==> config.mk <==
export PLATFORM = sky130hd
export DESIGN_NAME = traffic_phase_ctrl
export DESIGN_NICKNAME = d
export VERILOG_FILES = /design/src/rtl/traffic_phase_ctrl.sv
export SDC_FILE = /design/constraint.sdc
export NUM_CORES = 1
export LEC_CHECK = 0
export CAP_MARGIN = 20
export CORE_MARGIN = 3
export CORE_UTILIZATION = 36
export CTS_BUF_LIST = sky130_fd_sc_hd__clkbuf_4 sky130_fd_sc_hd__clkbuf_8 sky130_fd_sc_hd__clkbuf_16
export CTS_CLUSTER_DIAMETER = 50
export CTS_CLUSTER_SIZE = 12
export DETAILED_ROUTE_END_ITERATION = 7
export GPL_TIMING_DRIVEN = 0
export PLACE_DENSITY = 0.63
export SETUP_SLACK_MARGIN = 0.2
export SLEW_MARGIN = 20
export SYNTH_ARGS = -nofsm -noshare
export SYNTH_HDL_FRONTEND = slang
export SYNTH_SLANG_ARGS = --single-unit
==> constraint.sdc <==
create_clock -name clk -period 3.6 [get_ports clk]
set_clock_uncertainty 0.2 [all_clocks]
set_input_delay 0.9 -clock clk [delete_from_list [all_inputs] [get_ports clk]]
set_output_delay 0.9 -clock clk [all_outputs]
set_load 0.05 [all_outputs]
==> src/rtl/traffic_phase_ctrl.sv <==
// rtl/traffic_phase_ctrl.sv - two-road intersection phase sequencer with internal phase timer
// Optional pedestrian walk phase is enabled by defining PED_WALK_EN.
module traffic_phase_ctrl #(
    parameter int T_MAIN_MIN_GREEN = 20,
    parameter int T_SIDE_GREEN     = 15,
    parameter int T_YELLOW         = 10,
    parameter int T_ALL_RED        = 2,
    parameter int T_WALK           = 12,
    parameter int CNT_W            = 10
) (
    input  logic       clk,
    input  logic       rst_n,
    input  logic       run,
    input  logic       side_sensor,
    input  logic       force_main,
`ifdef PED_WALK_EN
    input  logic       ped_btn,
    output logic       walk,
`endif
    output logic [2:0] main_light,
    output logic [2:0] side_light,
    output logic [2:0] phase,
    output logic       phase_done,
    output logic       req_pending
);

    typedef enum logic [2:0] {
        MAIN_GREEN  = 3'd0,
        MAIN_YELLOW = 3'd1,
        ALL_RED_A   = 3'd2,
        SIDE_GREEN  = 3'd3,
        SIDE_YELLOW = 3'd4,
        ALL_RED_B   = 3'd5,
        WALK        = 3'd6
    } state_t;

    state_t             state_q, state_d;
    logic [CNT_W-1:0]   cnt_q, cnt_d;
    logic               req_pending_q, req_pending_d;
    logic               phase_done_q, phase_done_d;
    logic               cnt_zero;
    logic               enter;
`ifdef PED_WALK_EN
    logic               ped_pending_q, ped_pending_d;
`endif

    // Counter value loaded on entry to a state: its duration minus one.
    function automatic logic [CNT_W-1:0] load_val(input state_t s);
        case (s)
            MAIN_GREEN:  load_val = CNT_W'(T_MAIN_MIN_GREEN - 1);
            MAIN_YELLOW: load_val = CNT_W'(T_YELLOW - 1);
            ALL_RED_A:   load_val = CNT_W'(T_ALL_RED - 1);
            SIDE_GREEN:  load_val = CNT_W'(T_SIDE_GREEN - 1);
            SIDE_YELLOW: load_val = CNT_W'(T_YELLOW - 1);
            WALK:        load_val = CNT_W'(T_WALK - 1);
            default:     load_val = CNT_W'(T_ALL_RED - 1);
        endcase
    endfunction

    assign cnt_zero = (cnt_q == '0);

    // Next-state, counter and request-latch logic.
    always_comb begin
        state_d = state_q;
        case (state_q)
            MAIN_GREEN:  if (run && cnt_zero && (req_pending_q || side_sensor)) state_d = MAIN_YELLOW;
            MAIN_YELLOW: if (run && cnt_zero) state_d = ALL_RED_A;
            ALL_RED_A:   if (run && cnt_zero) state_d = SIDE_GREEN;
            SIDE_GREEN:  if (run && (cnt_zero || force_main)) state_d = SIDE_YELLOW;
            SIDE_YELLOW: if (run && cnt_zero) state_d = ALL_RED_B;
`ifdef PED_WALK_EN
            ALL_RED_B:   if (run && cnt_zero) state_d = ped_pending_q ? WALK : MAIN_GREEN;
            WALK:        if (run && cnt_zero) state_d = MAIN_GREEN;
`else
            ALL_RED_B:   if (run && cnt_zero) state_d = MAIN_GREEN;
`endif
            // Unreachable encodings fall back to the clearance phase before main green.
            default:     state_d = ALL_RED_B;
        endcase

        enter = (state_d != state_q);

        if (enter)
            cnt_d = load_val(state_d);
        else if (run && !cnt_zero)
            cnt_d = cnt_q - 1'b1;
        else
            cnt_d = cnt_q;

        phase_done_d = run && enter;

        // Clear on the hand-over to side green wins over a simultaneous new request.
        if (state_q == ALL_RED_A && state_d == SIDE_GREEN)
            req_pending_d = 1'b0;
        else if (side_sensor && state_q != SIDE_GREEN)
            req_pending_d = 1'b1;
        else
            req_pending_d = req_pending_q;

`ifdef PED_WALK_EN
        if (state_d == WALK && state_q != WALK)
            ped_pending_d = 1'b0;
        else if (ped_btn && state_q != WALK)
            ped_pending_d = 1'b1;
        else
            ped_pending_d = ped_pending_q;
`endif
    end

    // State registers with asynchronous reset to the main-green rest state.
    always_ff @(posedge clk or negedge rst_n) begin
        if (!rst_n) begin
            state_q       <= MAIN_GREEN;
            cnt_q         <= CNT_W'(T_MAIN_MIN_GREEN - 1);
            req_pending_q <= 1'b0;
            phase_done_q  <= 1'b0;
`ifdef PED_WALK_EN
            ped_pending_q <= 1'b0;
`endif
        end else begin
            state_q       <= state_d;
            cnt_q         <= cnt_d;
            req_pending_q <= req_pending_d;
            phase_done_q  <= phase_done_d;
`ifdef PED_WALK_EN
            ped_pending_q <= ped_pending_d;
`endif
        end
    end

    // Lights decoded straight from the registered state.
    always_comb begin
        main_light = 3'b100;
        side_light = 3'b100;
        case (state_q)
            MAIN_GREEN:  main_light = 3'b001;
            MAIN_YELLOW: main_light = 3'b010;
            SIDE_GREEN:  side_light = 3'b001;
            SIDE_YELLOW: side_light = 3'b010;
            default:     ;
        endcase
    end

    assign phase       = state_q;
    assign phase_done  = phase_done_q;
    assign req_pending = req_pending_q;
`ifdef PED_WALK_EN
    assign walk        = (state_q == WALK);
`endif

endmodule

==> flow_summary.ini <==
[outcome]
status = complete, no violations

[sta]
rsz0062_at_grt = no
fin_setup_tns_ns = 0
post-route-period-util_pct = 89.8
drv_slew = 0
setup_violations = 0
tightest_slew_ns = 0.675
hold_violations = 0
worst_slack_ns = 0.366
period_minus_slack_ns = 3.23
max_slew_margin_pct = 54.9
max_freq_mhz = 309

[worst_setup_path]
critical_path_class = flop to output port
cp_max_fo = 10
critPathRequiredTime_ns = 2.50
critical_path.endpoint_type = output port
start_kind = flop
arrival_ns = 2.13

[clock_network]
postCtsSetupBuffers = 0
clockBufferDepth = 2
path_clk_slew_ns = 0.09
clk_latency_ns = 0.28
htreeDepth = 1
cts_root_buf = clkbuf_4
cts_tree = yes
cts_sinks = 15
cts_made_buffers = 3

[pwr]
leakage_nw = 0.459
power.density_nw_per_um2 = 853
peakVddDrop_v = 0.000460

[cells_and_area]
antenna_cells = 0
fin_cells = 141
syn_to_final_growth_pct = 23.8
fillCellCount = 223
num-nets-final = 120
layout-drive-gt1-share_pct = 18.6
multi_input_area_um2 = 489
register_area_um2 = 379

[synth]
synth_seq_cells = 15
avgSynthCellArea_um2 = 9.84
synth.top_cells.by_area = dfrtp_1 (32%), dfstp_2 (8.5%), xnor2_1 (7.6%), nor2_1 (4.9%), a21oi_1 (2.7%)
yosys.cell_types.count = 40
synth_warnings = 0
synth.top_cell.area_share_pct = 32.5
synth_top_area_cell = dfrtp_1
mappedNetlistArea_um2 = 925
ys_seq_area_share_pct = 41.0
netlist_instances = 94
syn_nets = 100

[global_routing]
antenna_found_initial = 0
track_usage_pct = 13.9
grt_pass1_vias = 732
grt_pass1_wl_um = 3500
gr-total-overflow = 0
grt_start_max_net_pins = 16

[min_path]
hp-class = flop to flop

[die]
die_w_um = 56.7
ios = 16
die_height_um = 56.7
dieArea_um2 = 3210
row_count = 17
start_util_pct = 39.9
core-area_um2 = 2320

[drt]
wirelength_um = 1980
num_vias = 757
via_per_inst = 5.37
drc = 0
drt-pass1-iter-count = 4
detail_route.iter0.violations = 14
final_antenna_net_count = 0
routedWlPerCell_um = 14.0

[place]
place_ws_ns = 0.371
dp_hpwl_um = 1520
gp_congestion = 0.753
place_inst = 137
portBuffers = 15

[job]
drv_cap = 0
==> cell usage after synthesis (all sizes together) <==
cell type,number
a311oi,1
and3,1
or4,3
clkbuf,3
nand2,4
nor3,3
dfstp,3
nor3b,1
xor2,1
a211oi,1
nor2,12
or2,2
inv,6
xnor2,8
o211ai,2
a31oi,2
o21a,1
o31ai,1
o31a,1
a21boi,1
a311o,1
dfrtp,12
mux2,1
o21ai,4
o22ai,1
or4b,2
mux2i,1
a32o,1
ha,1
nor4,3
a21oi,5
and2,1
o22a,2
buf,2
==> stage by stage <==
stage	power (mW)	hold WS, ns	area [um^2]	util, %
after floorplan	0.729	0.303	925	-
after global placement	0.865	0.333	1110	47.9
after detailed placement	0.881	0.341	1110	47.9
after CTS	0.988	0.353	1140	49.1
after global routing	1.06	0.387	1140	49.4
final	0.976	0.349	1140	49.4
==> sequential cells by signal, indices dropped and copies added (netlist names) <==
register and cells:
cnt_q 10, phase 3, phase_done 1, req_pending 1
==> kinds of logic (layout without fill, tap and decap cells) <==
logic type,count (synthesis),in the layout,share of synthesized area (%)
flops,15,15,41.0
buf+inv,11,30,6.09
simple gates,32,32,20.3
fa+ha+maj,1,1,1.35
compound gates,24,24,20.4
xor+xnor,9,9,8.53
mux,2,2,2.30
==> path summary, 6_finish.rpt <==
check,from,endpoint,slack [ns],cells past startpoint
setup / recovery,phase[2]$_DFF_PN0_,main_light[1],0.37,4
hold / removal,cnt_q[7]$_DFFE_PN0P_,cnt_q[7]$_DFFE_PN0P_,0.35,2
setup reg to reg,cnt_q[0]$_DFFE_PN1P_,cnt_q[6]$_DFFE_PN0P_,0.89,8
hold reg to reg,cnt_q[7]$_DFFE_PN0P_,cnt_q[7]$_DFFE_PN0P_,0.35,2
max in group asynchronous,rst_n,cnt_q[9]$_DFFE_PN0P_,1.94,1
min in group asynchronous,rst_n,phase[1]$_DFF_PN0_,0.82,1
==> cells in the final DEF, fill, tap and decap left out, types with 2 or more instances in the layout <==
cell,netlist,final
or2_2,2,2
dfstp_2,3,3
nor2_1,12,12
nor4_1,2,2
or4_1,2,2
nand2_1,4,4
clkdlybuf4s50_1,0,12
o21ai_0,3,3
nor3_1,3,3
dlymetal6s2s_1,0,2
xnor2_1,8,8
inv_1,6,6
a21oi_1,5,5
buf_6,2,2
clkbuf_4,0,4
clkbuf_1,3,2
dfrtp_1,12,12
a31oi_1,2,2
==> cell type report <==
class	count	area share, %
clock buffers	4	2.62
inverters	6	1.97
flip-flops and latches	15	33.1
plain buffers	5	3.06
repair buffers	15	13.4
multi-input cells	68	42.7
well taps	28	3.06
==> where the power goes <==
group	total [mW]	leakage [nW]	switching [mW]	internal (mW)
registers	0.314	0.181	0.0675	0.247
clock network	0.103	0.0184	0.0520	0.0505
logic	0.559	0.259	0.339	0.220
total	0.976	0.459	0.459	0.518
==> critical path, cell delays in order, from the launching register on <==
cell and delay, ns:
dfrtp_1 0.41, clkbuf_1 0.21, or2_2 0.34, nor2_1 0.09, clkdlybuf4s50_1 0.80
==> routing by layer <==
layer / share of wire, % / wire [um] / GRT usage [%] / up-vias
li1: - / - / - / 376
met1: 45 / 889 / 17.9 / 363
met2: 50 / 979 / 22.3 / 16
met3: 4.5 / 89 / 2.76 / 2
met4: 0.86 / 17 / 6.10 / 0
met5: 0 / 0 / 0 / -
==> what timing repair did <==
| action | in CTS | in global routing |
|---|---|---|
| gates resized for setup | 1 | 4 |
| hold buffers | 0 | 0 |
| endpoints found under the hold margin | 0 | 0 |
| endpoints found under the setup margin | 1 | 2 |
Power figures use the tool's default switching activity.
